**src/rtl/echo_tx_ctrl_if.sv**
```systemverilog
// Purpose : valid/ready stream bundle (data, valid, ready) used by every
//           echo_tx_ctrl port, with master and slave views.
// Ports   : tdata[W-1:0], tvalid (master -> slave), tready (slave -> master).
// Latency : none, wires only. Backpressure: tready from the slave side.
interface echo_tx_ctrl_if #(
  parameter int W = 32
) ();
  logic [W-1:0] tdata;
  logic         tvalid;
  logic         tready;

  modport master (output tdata, output tvalid, input tready);
  modport slave  (input tdata, input tvalid, output tready);
endinterface

```
**src/rtl/echo_tx_ctrl.sv**
```systemverilog
// Purpose : sequences one echo packet at a time onto the TCP tx path. It sends a
//           {len,sess} tx request and waits for tx_status. On success it forwards
//           the payload. A refusal or timeout is retried after a backoff; once the
//           retries are used up, the packet is drained.
// Latency : meta valid 1 cycle after a packet is seen; payload is a zero-latency
//           pass-through (no bubbles).
// Backpressure: payload ready mirrors m_axis_tx_data ready. Stray statuses are held
//           upstream (ready low outside STATUS).
// Ports   : clk, rst (sync, active high); s_axis_pkt (601b beats, slave);
//           m_axis_tx_meta (32b request, master); s_axis_tx_status (64b, slave);
//           m_axis_tx_data (513b {tlast,data}, master).
//           Optional stat_sent/stat_dropped/stat_retries[31:0] are present only when
//           the macro ECHO_TX_CTRL_STATS_EN is defined.
module echo_tx_ctrl #(
  parameter int MAX_RETRY      = 3,
  parameter int BACKOFF_CYCLES = 64,
  parameter int TIMEOUT_CYCLES = 1024
) (
  input  logic           clk,
  input  logic           rst,
  echo_tx_ctrl_if.slave  s_axis_pkt,
  echo_tx_ctrl_if.master m_axis_tx_meta,
  echo_tx_ctrl_if.slave  s_axis_tx_status,
  echo_tx_ctrl_if.master m_axis_tx_data
`ifdef ECHO_TX_CTRL_STATS_EN
  ,
  output logic [31:0]    stat_sent,
  output logic [31:0]    stat_dropped,
  output logic [31:0]    stat_retries
`endif
);

  typedef enum logic [2:0] {IDLE, META, STATUS, BACKOFF, DATA, DROP} state_e;

  localparam logic [15:0] TO_LAST   = 16'(TIMEOUT_CYCLES - 1);
  localparam logic [15:0] BO_LAST   = 16'(BACKOFF_CYCLES - 1);
  localparam logic [3:0]  RETRY_MAX = 4'(MAX_RETRY);

  state_e      state_q, state_d;
  logic [15:0] sess_q, sess_d;
  logic [15:0] len_q, len_d;
  logic [3:0]  retry_q, retry_d;
  // Shared by the STATUS timeout and the BACKOFF wait; they are never active together.
  logic [15:0] cnt_q, cnt_d;
  logic        refuse;

  logic [15:0] pkt_sess, pkt_len, st_sess;
  logic        pkt_last;
  logic [1:0]  st_err;
  logic        unused_bits;

  assign pkt_sess    = s_axis_pkt.tdata[528:513];
  assign pkt_len     = s_axis_pkt.tdata[544:529];
  assign pkt_last    = s_axis_pkt.tdata[512];
  assign st_sess     = s_axis_tx_status.tdata[15:0];
  assign st_err      = s_axis_tx_status.tdata[63:62];
  assign unused_bits = ^{s_axis_pkt.tdata[600:545], s_axis_tx_status.tdata[61:16]};

  // State register
  always_ff @(posedge clk) begin
    if (rst) begin
      state_q <= IDLE;
      sess_q  <= '0;
      len_q   <= '0;
      retry_q <= '0;
      cnt_q   <= '0;
    end else begin
      state_q <= state_d;
      sess_q  <= sess_d;
      len_q   <= len_d;
      retry_q <= retry_d;
      cnt_q   <= cnt_d;
    end
  end

  // Next-state logic
  always_comb begin
    state_d = state_q;
    sess_d  = sess_q;
    len_d   = len_q;
    retry_d = retry_q;
    cnt_d   = cnt_q;
    refuse  = 1'b0;
    case (state_q)
      IDLE: begin
        // Peek at the first beat only; it stays upstream until DATA or DROP.
        if (s_axis_pkt.tvalid) begin
          sess_d  = pkt_sess;
          len_d   = pkt_len;
          state_d = (pkt_len == 16'd0) ? DROP : META;
        end
      end
      META: begin
        if (m_axis_tx_meta.tready) begin
          cnt_d   = '0;
          state_d = STATUS;
        end
      end
      STATUS: begin
        // A status arriving on the last timeout cycle still wins over the timeout.
        if (s_axis_tx_status.tvalid) begin
          if (st_err == 2'd0 && st_sess == sess_q) state_d = DATA;
          else                                     refuse  = 1'b1;
        end else if (cnt_q == TO_LAST) begin
          refuse = 1'b1;
        end else begin
          cnt_d = cnt_q + 16'd1;
        end
        if (refuse) begin
          if (retry_q < RETRY_MAX) begin
            retry_d = retry_q + 4'd1;
            cnt_d   = '0;
            state_d = BACKOFF;
          end else begin
            state_d = DROP;
          end
        end
      end
      BACKOFF: begin
        if (cnt_q == BO_LAST) state_d = META;
        else                  cnt_d   = cnt_q + 16'd1;
      end
      DATA: begin
        if (s_axis_pkt.tvalid && m_axis_tx_data.tready && pkt_last) begin
          retry_d = '0;
          state_d = IDLE;
        end
      end
      DROP: begin
        if (s_axis_pkt.tvalid && pkt_last) begin
          retry_d = '0;
          state_d = IDLE;
        end
      end
      default: state_d = IDLE;
    endcase
  end

  // Outputs
  assign m_axis_tx_meta.tdata = {len_q, sess_q};

  always_comb begin
    s_axis_pkt.tready       = 1'b0;
    m_axis_tx_meta.tvalid   = 1'b0;
    s_axis_tx_status.tready = 1'b0;
    m_axis_tx_data.tvalid   = 1'b0;
    m_axis_tx_data.tdata    = s_axis_pkt.tdata[512:0];
    case (state_q)
      META:   m_axis_tx_meta.tvalid   = 1'b1;
      STATUS: s_axis_tx_status.tready = 1'b1;
      DATA: begin
        m_axis_tx_data.tvalid = s_axis_pkt.tvalid;
        s_axis_pkt.tready     = m_axis_tx_data.tready;
      end
      DROP:   s_axis_pkt.tready = 1'b1;
      default: ;
    endcase
  end

`ifdef ECHO_TX_CTRL_STATS_EN
  logic        sent_ev, drop_ev, retry_ev;
  logic [31:0] stat_sent_q, stat_sent_d;
  logic [31:0] stat_dropped_q, stat_dropped_d;
  logic [31:0] stat_retries_q, stat_retries_d;

  assign sent_ev  = (state_q == DATA) && s_axis_pkt.tvalid && m_axis_tx_data.tready && pkt_last;
  assign drop_ev  = (state_q == DROP) && s_axis_pkt.tvalid && pkt_last;
  assign retry_ev = refuse && (retry_q < RETRY_MAX);

  always_comb begin
    stat_sent_d    = stat_sent_q    + 32'(sent_ev);
    stat_dropped_d = stat_dropped_q + 32'(drop_ev);
    stat_retries_d = stat_retries_q + 32'(retry_ev);
  end

  always_ff @(posedge clk) begin
    if (rst) begin
      stat_sent_q    <= '0;
      stat_dropped_q <= '0;
      stat_retries_q <= '0;
    end else begin
      stat_sent_q    <= stat_sent_d;
      stat_dropped_q <= stat_dropped_d;
      stat_retries_q <= stat_retries_d;
    end
  end

  assign stat_sent    = stat_sent_q;
  assign stat_dropped = stat_dropped_q;
  assign stat_retries = stat_retries_q;
`endif

endmodule

```
**src/flat_wrapper.sv**
```systemverilog
// flat-port wrapper written by rule: the top's interface ports become plain ports
module echo_tx_ctrl_flat 
#(
  parameter int MAX_RETRY      = 3,
  parameter int BACKOFF_CYCLES = 64,
  parameter int TIMEOUT_CYCLES = 1024
)
  (clk, rst, s_axis_pkt_tdata, s_axis_pkt_tvalid, s_axis_pkt_tready, m_axis_tx_meta_tdata, m_axis_tx_meta_tvalid, m_axis_tx_meta_tready, s_axis_tx_status_tdata, s_axis_tx_status_tvalid, s_axis_tx_status_tready, m_axis_tx_data_tdata, m_axis_tx_data_tvalid, m_axis_tx_data_tready);
  echo_tx_ctrl_if #(.W(601)) s_axis_pkt_i ();
  echo_tx_ctrl_if #(.W(32)) m_axis_tx_meta_i ();
  echo_tx_ctrl_if #(.W(64)) s_axis_tx_status_i ();
  echo_tx_ctrl_if #(.W(513)) m_axis_tx_data_i ();
  input  logic clk;
  input  logic rst;
  input wire logic [$bits(s_axis_pkt_i.tdata)-1:0] s_axis_pkt_tdata;
  input wire logic [$bits(s_axis_pkt_i.tvalid)-1:0] s_axis_pkt_tvalid;
  output wire logic [$bits(s_axis_pkt_i.tready)-1:0] s_axis_pkt_tready;
  output wire logic [$bits(m_axis_tx_meta_i.tdata)-1:0] m_axis_tx_meta_tdata;
  output wire logic [$bits(m_axis_tx_meta_i.tvalid)-1:0] m_axis_tx_meta_tvalid;
  input wire logic [$bits(m_axis_tx_meta_i.tready)-1:0] m_axis_tx_meta_tready;
  input wire logic [$bits(s_axis_tx_status_i.tdata)-1:0] s_axis_tx_status_tdata;
  input wire logic [$bits(s_axis_tx_status_i.tvalid)-1:0] s_axis_tx_status_tvalid;
  output wire logic [$bits(s_axis_tx_status_i.tready)-1:0] s_axis_tx_status_tready;
  output wire logic [$bits(m_axis_tx_data_i.tdata)-1:0] m_axis_tx_data_tdata;
  output wire logic [$bits(m_axis_tx_data_i.tvalid)-1:0] m_axis_tx_data_tvalid;
  input wire logic [$bits(m_axis_tx_data_i.tready)-1:0] m_axis_tx_data_tready;
  assign s_axis_pkt_i.tdata = s_axis_pkt_tdata;
  assign s_axis_pkt_i.tvalid = s_axis_pkt_tvalid;
  assign s_axis_pkt_tready = s_axis_pkt_i.tready;
  assign m_axis_tx_meta_tdata = m_axis_tx_meta_i.tdata;
  assign m_axis_tx_meta_tvalid = m_axis_tx_meta_i.tvalid;
  assign m_axis_tx_meta_i.tready = m_axis_tx_meta_tready;
  assign s_axis_tx_status_i.tdata = s_axis_tx_status_tdata;
  assign s_axis_tx_status_i.tvalid = s_axis_tx_status_tvalid;
  assign s_axis_tx_status_tready = s_axis_tx_status_i.tready;
  assign m_axis_tx_data_tdata = m_axis_tx_data_i.tdata;
  assign m_axis_tx_data_tvalid = m_axis_tx_data_i.tvalid;
  assign m_axis_tx_data_i.tready = m_axis_tx_data_tready;
  echo_tx_ctrl #(.MAX_RETRY(MAX_RETRY), .BACKOFF_CYCLES(BACKOFF_CYCLES), .TIMEOUT_CYCLES(TIMEOUT_CYCLES)) u_core (.clk(clk), .rst(rst), .s_axis_pkt(s_axis_pkt_i), .m_axis_tx_meta(m_axis_tx_meta_i), .s_axis_tx_status(s_axis_tx_status_i), .m_axis_tx_data(m_axis_tx_data_i));
endmodule
```
**config.mk**
```make
export PLATFORM = sky130hd
export DESIGN_NAME = echo_tx_ctrl_flat
export DESIGN_NICKNAME = d
export VERILOG_FILES = /design/src/rtl/echo_tx_ctrl_if.sv /design/src/rtl/echo_tx_ctrl.sv /design/src/flat_wrapper.sv
export SDC_FILE = /design/constraint.sdc
export NUM_CORES = 1
export LEC_CHECK = 0
export CAP_MARGIN = 20
export CORE_AREA = 3 3 478 480
export CTS_CLUSTER_SIZE = 20
export DETAILED_ROUTE_END_ITERATION = 16
export DIE_AREA = 0 0 481 483
export GPL_ROUTABILITY_DRIVEN = 0
export PLACE_DENSITY = 0.32
export SETUP_SLACK_MARGIN = 0.02
export SYNTH_ARGS = -nofsm -noshare
export SYNTH_HDL_FRONTEND = slang
export SYNTH_SLANG_ARGS = --single-unit
```
**constraint.sdc**
```tcl
create_clock -name clk -period 4.6 [get_ports clk]
set_clock_uncertainty 0.05 [all_clocks]
set_input_delay 0.92 -clock clk [delete_from_list [all_inputs] [get_ports clk]]
set_output_delay 0.92 -clock clk [all_outputs]
set_load 0.02 [all_outputs]
```
# Word-level counts from Yosys, hierarchy flattened
# Cells that the tools add are included.
[word_totals] regBits=55 input_bits=671 output_inout_bits=549 word_cells=70
[op_classes] add_sub_neg=2 n_lt_le_gt_ge=1 n_eq_ne=18 mux=31 reduce_logical=13
[ops] operator="2-to-1 mux 16 bit" n=6
[ops] operator="one-hot mux 16 bit (3 select lines)" n=1
[ops] operator="2-to-1 mux 3 bit" n=10
[ops] operator="one-hot mux 3 bit (6 select lines)" n=1
[ops] operator="adder 16 x 1 -> 16 bit, second input constant" n=1
[ops] operator="== test 16 x 10 -> 1 bit, second input constant" n=1
[ops] operator="== test 16 bit" n=1
[ops] operator="== test 16 x 6 -> 1 bit, second input constant" n=1
[ops] operator="zero test 16 bit" n=1
[ops] operator="2-to-1 mux 4 bit" n=4
[ops] operator="one-hot mux 4 bit (3 select lines)" n=1
[ops] operator="!= test 2 x 1 -> 1 bit, second input constant" n=4
[ops] operator="!= test 2 bit, second input constant" n=4
[ops] operator="2-to-1 mux 1 bit" n=7
[ops] operator="AND reduction 7 bit" n=1
[ops] operator="== test 3 x 2 -> 1 bit, second input constant" n=2
[ops] operator="== test 3 bit, second input constant" n=2
[ops] operator="nonzero test 3 bit" n=2
[ops] operator="AND reduction 5 bit" n=1
[ops] operator="adder 4 x 1 -> 4 bit, second input constant" n=1
[ops] operator="logical AND 1 bit" n=4
[ops] operator="less-than comparator 4 x 2 -> 1 bit, second input constant" n=1
[ops] operator="== test 3 x 1 -> 1 bit, second input constant" n=1
[ops] operator="zero test 3 bit" n=1
[ops] operator="6 further kinds" n=6

# Logic depth before layout (Yosys ltp)
[depth] word_depth=7 ltp_mapped=9 depth_no_buf=7

# Worst setup path after synthesis
# Ideal clock, no wire load.
[synth_timing] kind="in2out" from="input s_axis_pkt_tvalid" to="output m_axis_tx_data_tvalid" arrival_ps=1441 required_time_ps=3630 setup_slack_ps=2189 stages=1 n_path_buf=0 cell_sequence="nor3b_1"
[synth_via] elab_chain_len=1
[synth_rtl] item="start, declared" line="flat_wrapper.sv:16" rtl="input wire logic [$bits(s_axis_pkt_i.tvalid)-1:0] s_axis_pkt_tvalid;"
[synth_rtl] item="2-to-1 mux 1 bit" line="echo_tx_ctrl.sv:148" rtl="case (state_q)"
[synth_rtl] item="end, declared" line="flat_wrapper.sv:25" rtl="output wire logic [$bits(m_axis_tx_data_i.tvalid)-1:0] m_axis_tx_data_tvalid;"
# Every way passes these cells.

# Final worst setup path
[layout_timing] from="register u_core.state_q[0]" to="output s_axis_tx_status_tready"
[layout_via] elab_chain_len=2
[layout_rtl] item="start, declared" line="echo_tx_ctrl.sv:39" rtl="state_e state_q, state_d;"
[layout_rtl] item="start signal, assigned" line="echo_tx_ctrl.sv:68" rtl="state_q <= state_d;"
[layout_rtl] item="== test 3 x 2 -> 1 bit" line="echo_tx_ctrl.sv:148"
[layout_rtl] item="2-to-1 mux 1 bit" line="echo_tx_ctrl.sv:148"
[layout_rtl] item="end, declared" line="flat_wrapper.sv:23" rtl="output wire logic [$bits(s_axis_tx_status_i.tready)-1:0] s_axis_tx_status_tready;"
# Every way passes these cells.

==> summary.txt <==
Critical path
  • CP endpoint: s_axis_tx_status_tready
  • Worst r2r src: u_core.cnt_q[0]
  • FF-to-FF setup slack: between 1.5 and 2 ns
  • Worst setup path start: u_core.state_q[0]
  • Worst setup EP type: output port
  • Slowest CP cell: clkdlybuf4s50_1
  • Req. time, crit path: around 3.6 ns
  • Worst r2r dst: u_core.cnt_q[11]
  • CP cell instances: nand2b_1, clkinv_1, clkdlybuf4s50_1
  • Crit start category: flop
  • WP data arrival: 2.63 ns
  • CP Class: flop to output port
  • Worst Path Max Fanout: 13
  • R2r worst-path depth: 6
  • CP peak stage delay: ~0.8 ns

Power
  • Sw Share: between 40% and 50%
  • Clock group share of total power: 26.5%
  • Psw: 0.000890 W
  • Cell Int Power: around 0.0010 W
  • Pwr dens: approximately 240 nW/µm²
  • Sequential Power Share: 33.5%
  • P_leak: approximately 1.5 nW
  • Comb power frac: about 40%
  • Peak supply drop: 0.143 mV

STA
  • Worst Max-Slew Pin Slew: about 0.87 ns
  • Setup TNS: 0 ns
  • Final hold vios: 0
  • Unrepaired setup endpoints after global routing: no
  • # setup viols final: 0
  • FMAX: between 200 and 300 MHz
  • Worst Hold Slack: around 0.41 ns
  • Post-route clock period utilization: 78.2%
  • Fin. max-slew vios: 0
  • Tmin final: roughly 3.6 ns
  • Slew HR: between 40% and 50%

Clock tree
  • CTS buffer count: 5
  • Clk pin slew, worst setup/hold paths: 0.10 ns
  • Clk buf depth: 2
  • Clk_lat worst skew: 0.39 ns
  • TritonCTS clock tree: built
  • CTS Sinks: 55
  • H-tree levels: 2
  • Post-cts repair resize count: 0
  • Root Buffer: clkbuf_16
  • Setup repair bufs after CTS: 0
  • Hold Buf Count CTS: 0

Yosys
  • Net count after synthesis: ~1600
  • Top_reg_cell synth: dfxtp_1
  • Synth top area cells: buf_4 (56%), dfxtp_1 (16%), nand2_1 (4.5%)
  • Netlist cell types: 51
  • YS warnings: 0
  • Post-synth EDFFs: 0
  • Synth Cell Area: roughly 7000 µm²
  • Post-synth top area share: 55.7%
  • Yosys reg bits: 55
  • Yosys top cell by area: buf_4
  • Async SR Flop Fraction: 0%
  • Register area share after synthesis: between 15 and 20%
  • Syn Area/Cell: 7.57 µm²
  • Cells after synthesis: 913
  • Top-count cell post-synth: buf_4
  • Post-synth top cells: buf_4 (513), nand2_1 (83), dfxtp_1 (55), a21oi_1 (45), xor2_1 (20)

Die
  • Cell Rows: 174
  • Core Box Area: 225000 µm²
  • IO Pins: 1220
  • Die width: between 400 and 500 µm
  • Starting Density: under 10%
  • Die area: 232000 µm²
  • Die Y: 483 µm

Detailed routing
  • Routed Wire Length: about 93000 µm
  • Routed vias: around 4300
  • Drt drc: 0
  • Via density: between 1 and 1.5
  • WL/cell: around 27 µm
  • DRT iter0 DRCs: about 230
  • Post-route ant nets: 0
  • First-pass detailed-route iteration total: 4

Worst hold path
  • Hold Crit Class: flop to flop

Global routing
  • Pin count of the biggest net entering global routing: 43
  • First-pass GRT wire length: ~100000 µm
  • Global route total overflow: 0
  • GRT Resource Usage Total: around 7.7%
  • Vias in the first global route: 4309
  • Antenna violations before repair: 23

Final layout
  • Layout cell share with drive strength beyond 1: roughly 6%
  • Final Net Count: 1158
  • Non-Filler Instances: around 3500
  • Area growth from synthesis to layout: 13.9%

Placement
  • Post-DP HPWL: 86600 µm
  • Port bufs: between 90 and 100
  • Cell count after placement: around 3500

Run status
  • Outcome: completed

Job
  • Maxcap violations: 0
routing by layer:
metal  wire length, µm  part of all wire (%)  up-vias  GRT usage (%)
li1                  -                     -     1591              -
met3             33700                    36      377           12.9
met4              9020                   9.7       32           6.49
met5               345                  0.37        -          0.476
met2             36100                    39      629           10.5
met1             14200                    15     1707           3.33
sequential cells by signal, summed over array words and instances (netlist names):
| register | cells |
|---|---|
| u_core.cnt_q | 16 |
| u_core.len_q | 16 |
| u_core.sess_q | 16 |
| u_core.retry_q | 4 |
| u_core.state_q | 3 |
logic make-up after synthesis:
logic type / count (synthesis) / synth area share [%]
AO/OA/AOI/OAI: 96 / 8.89
flip-flops: 55 / 15.9
XOR/XNOR: 26 / 3.29
buffers and inverters: 546 / 57.9
AND/OR/NAND/NOR: 186 / 13.3
adder cells (fa/ha/maj): 2 / 0.362
multiplexers: 2 / 0.290
layout by cell type, fill, tap and decap left out, drive strengths merged, types with 7 or more instances in the layout:
master	instances
nand2	83
nor4	12
o21ai	20
xor2	20
dfxtp	55
buf	12
nor3	14
inv	7
nand3	20
clkdlybuf4s50	92
a21oi	45
nor2	18
layout make-up:
cell class / count / area (µm²)
inverter: 7 / 26.3
fill: 26900 / 217000
sequential: 55 / 1100
multi-input combinational: 312 / 1820
antenna: 3 / 7.51
clock buffer: 5 / 125
tap: 2992 / 3740
timing repair buffer: 104 / 1020
clock inverter: 3 / 27.5
critical path, delay by kind of cell, from the launching register on:
kind                   cells  cell delay (ns)
DFF                        1             0.62
buffers and inverters      2             1.20
and+or+nand+nor            1             0.42
worst min-delay path by stage:
stage,startpoint,endpoint,slack (ns),cells past startpoint
2_1_floorplan,u_core.retry_q[3],u_core.retry_q[3],0.36,2
3_3_place_gp,u_core.retry_q[3],u_core.retry_q[3],0.38,2
3_5_place_dp,u_core.retry_q[3],u_core.retry_q[3],0.39,2
4_1_cts,u_core.retry_q[3],u_core.retry_q[3],0.41,2
5_1_grt,u_core.len_q[10],u_core.len_q[10],0.43,2
6_report,u_core.retry_q[3],u_core.retry_q[3],0.41,2
stage by stage:
| step | setup WS, ns | utilization, % | area (µm²) | total power (W) |
|---|---|---|---|---|
| CTS | 0.827 | 3.50 | 7860 | 0.00203 |
| detailed placement | 1.12 | 3.43 | 7710 | 0.00147 |
| floorplan | 2.19 | - | 6910 | 0.00162 |
| global route | 0.751 | 3.50 | 7870 | 0.00206 |
| finish | 1.00 | 3.50 | 7870 | 0.00190 |
| global placement | 1.12 | 3.43 | 7710 | 0.00148 |
power by group through the flow:
stage,clock network (W),registers [W],logic (W)
after floorplan,0,0.000661,0.000957
after global placement,0,0.000657,0.000823
after detailed placement,0,0.000659,0.000813
after CTS,0.000572,0.000648,0.000814
after global routing,0.000558,0.000654,0.000846
final,0.000505,0.000637,0.000761
Note: power is estimated with default switching activity, not from simulation.
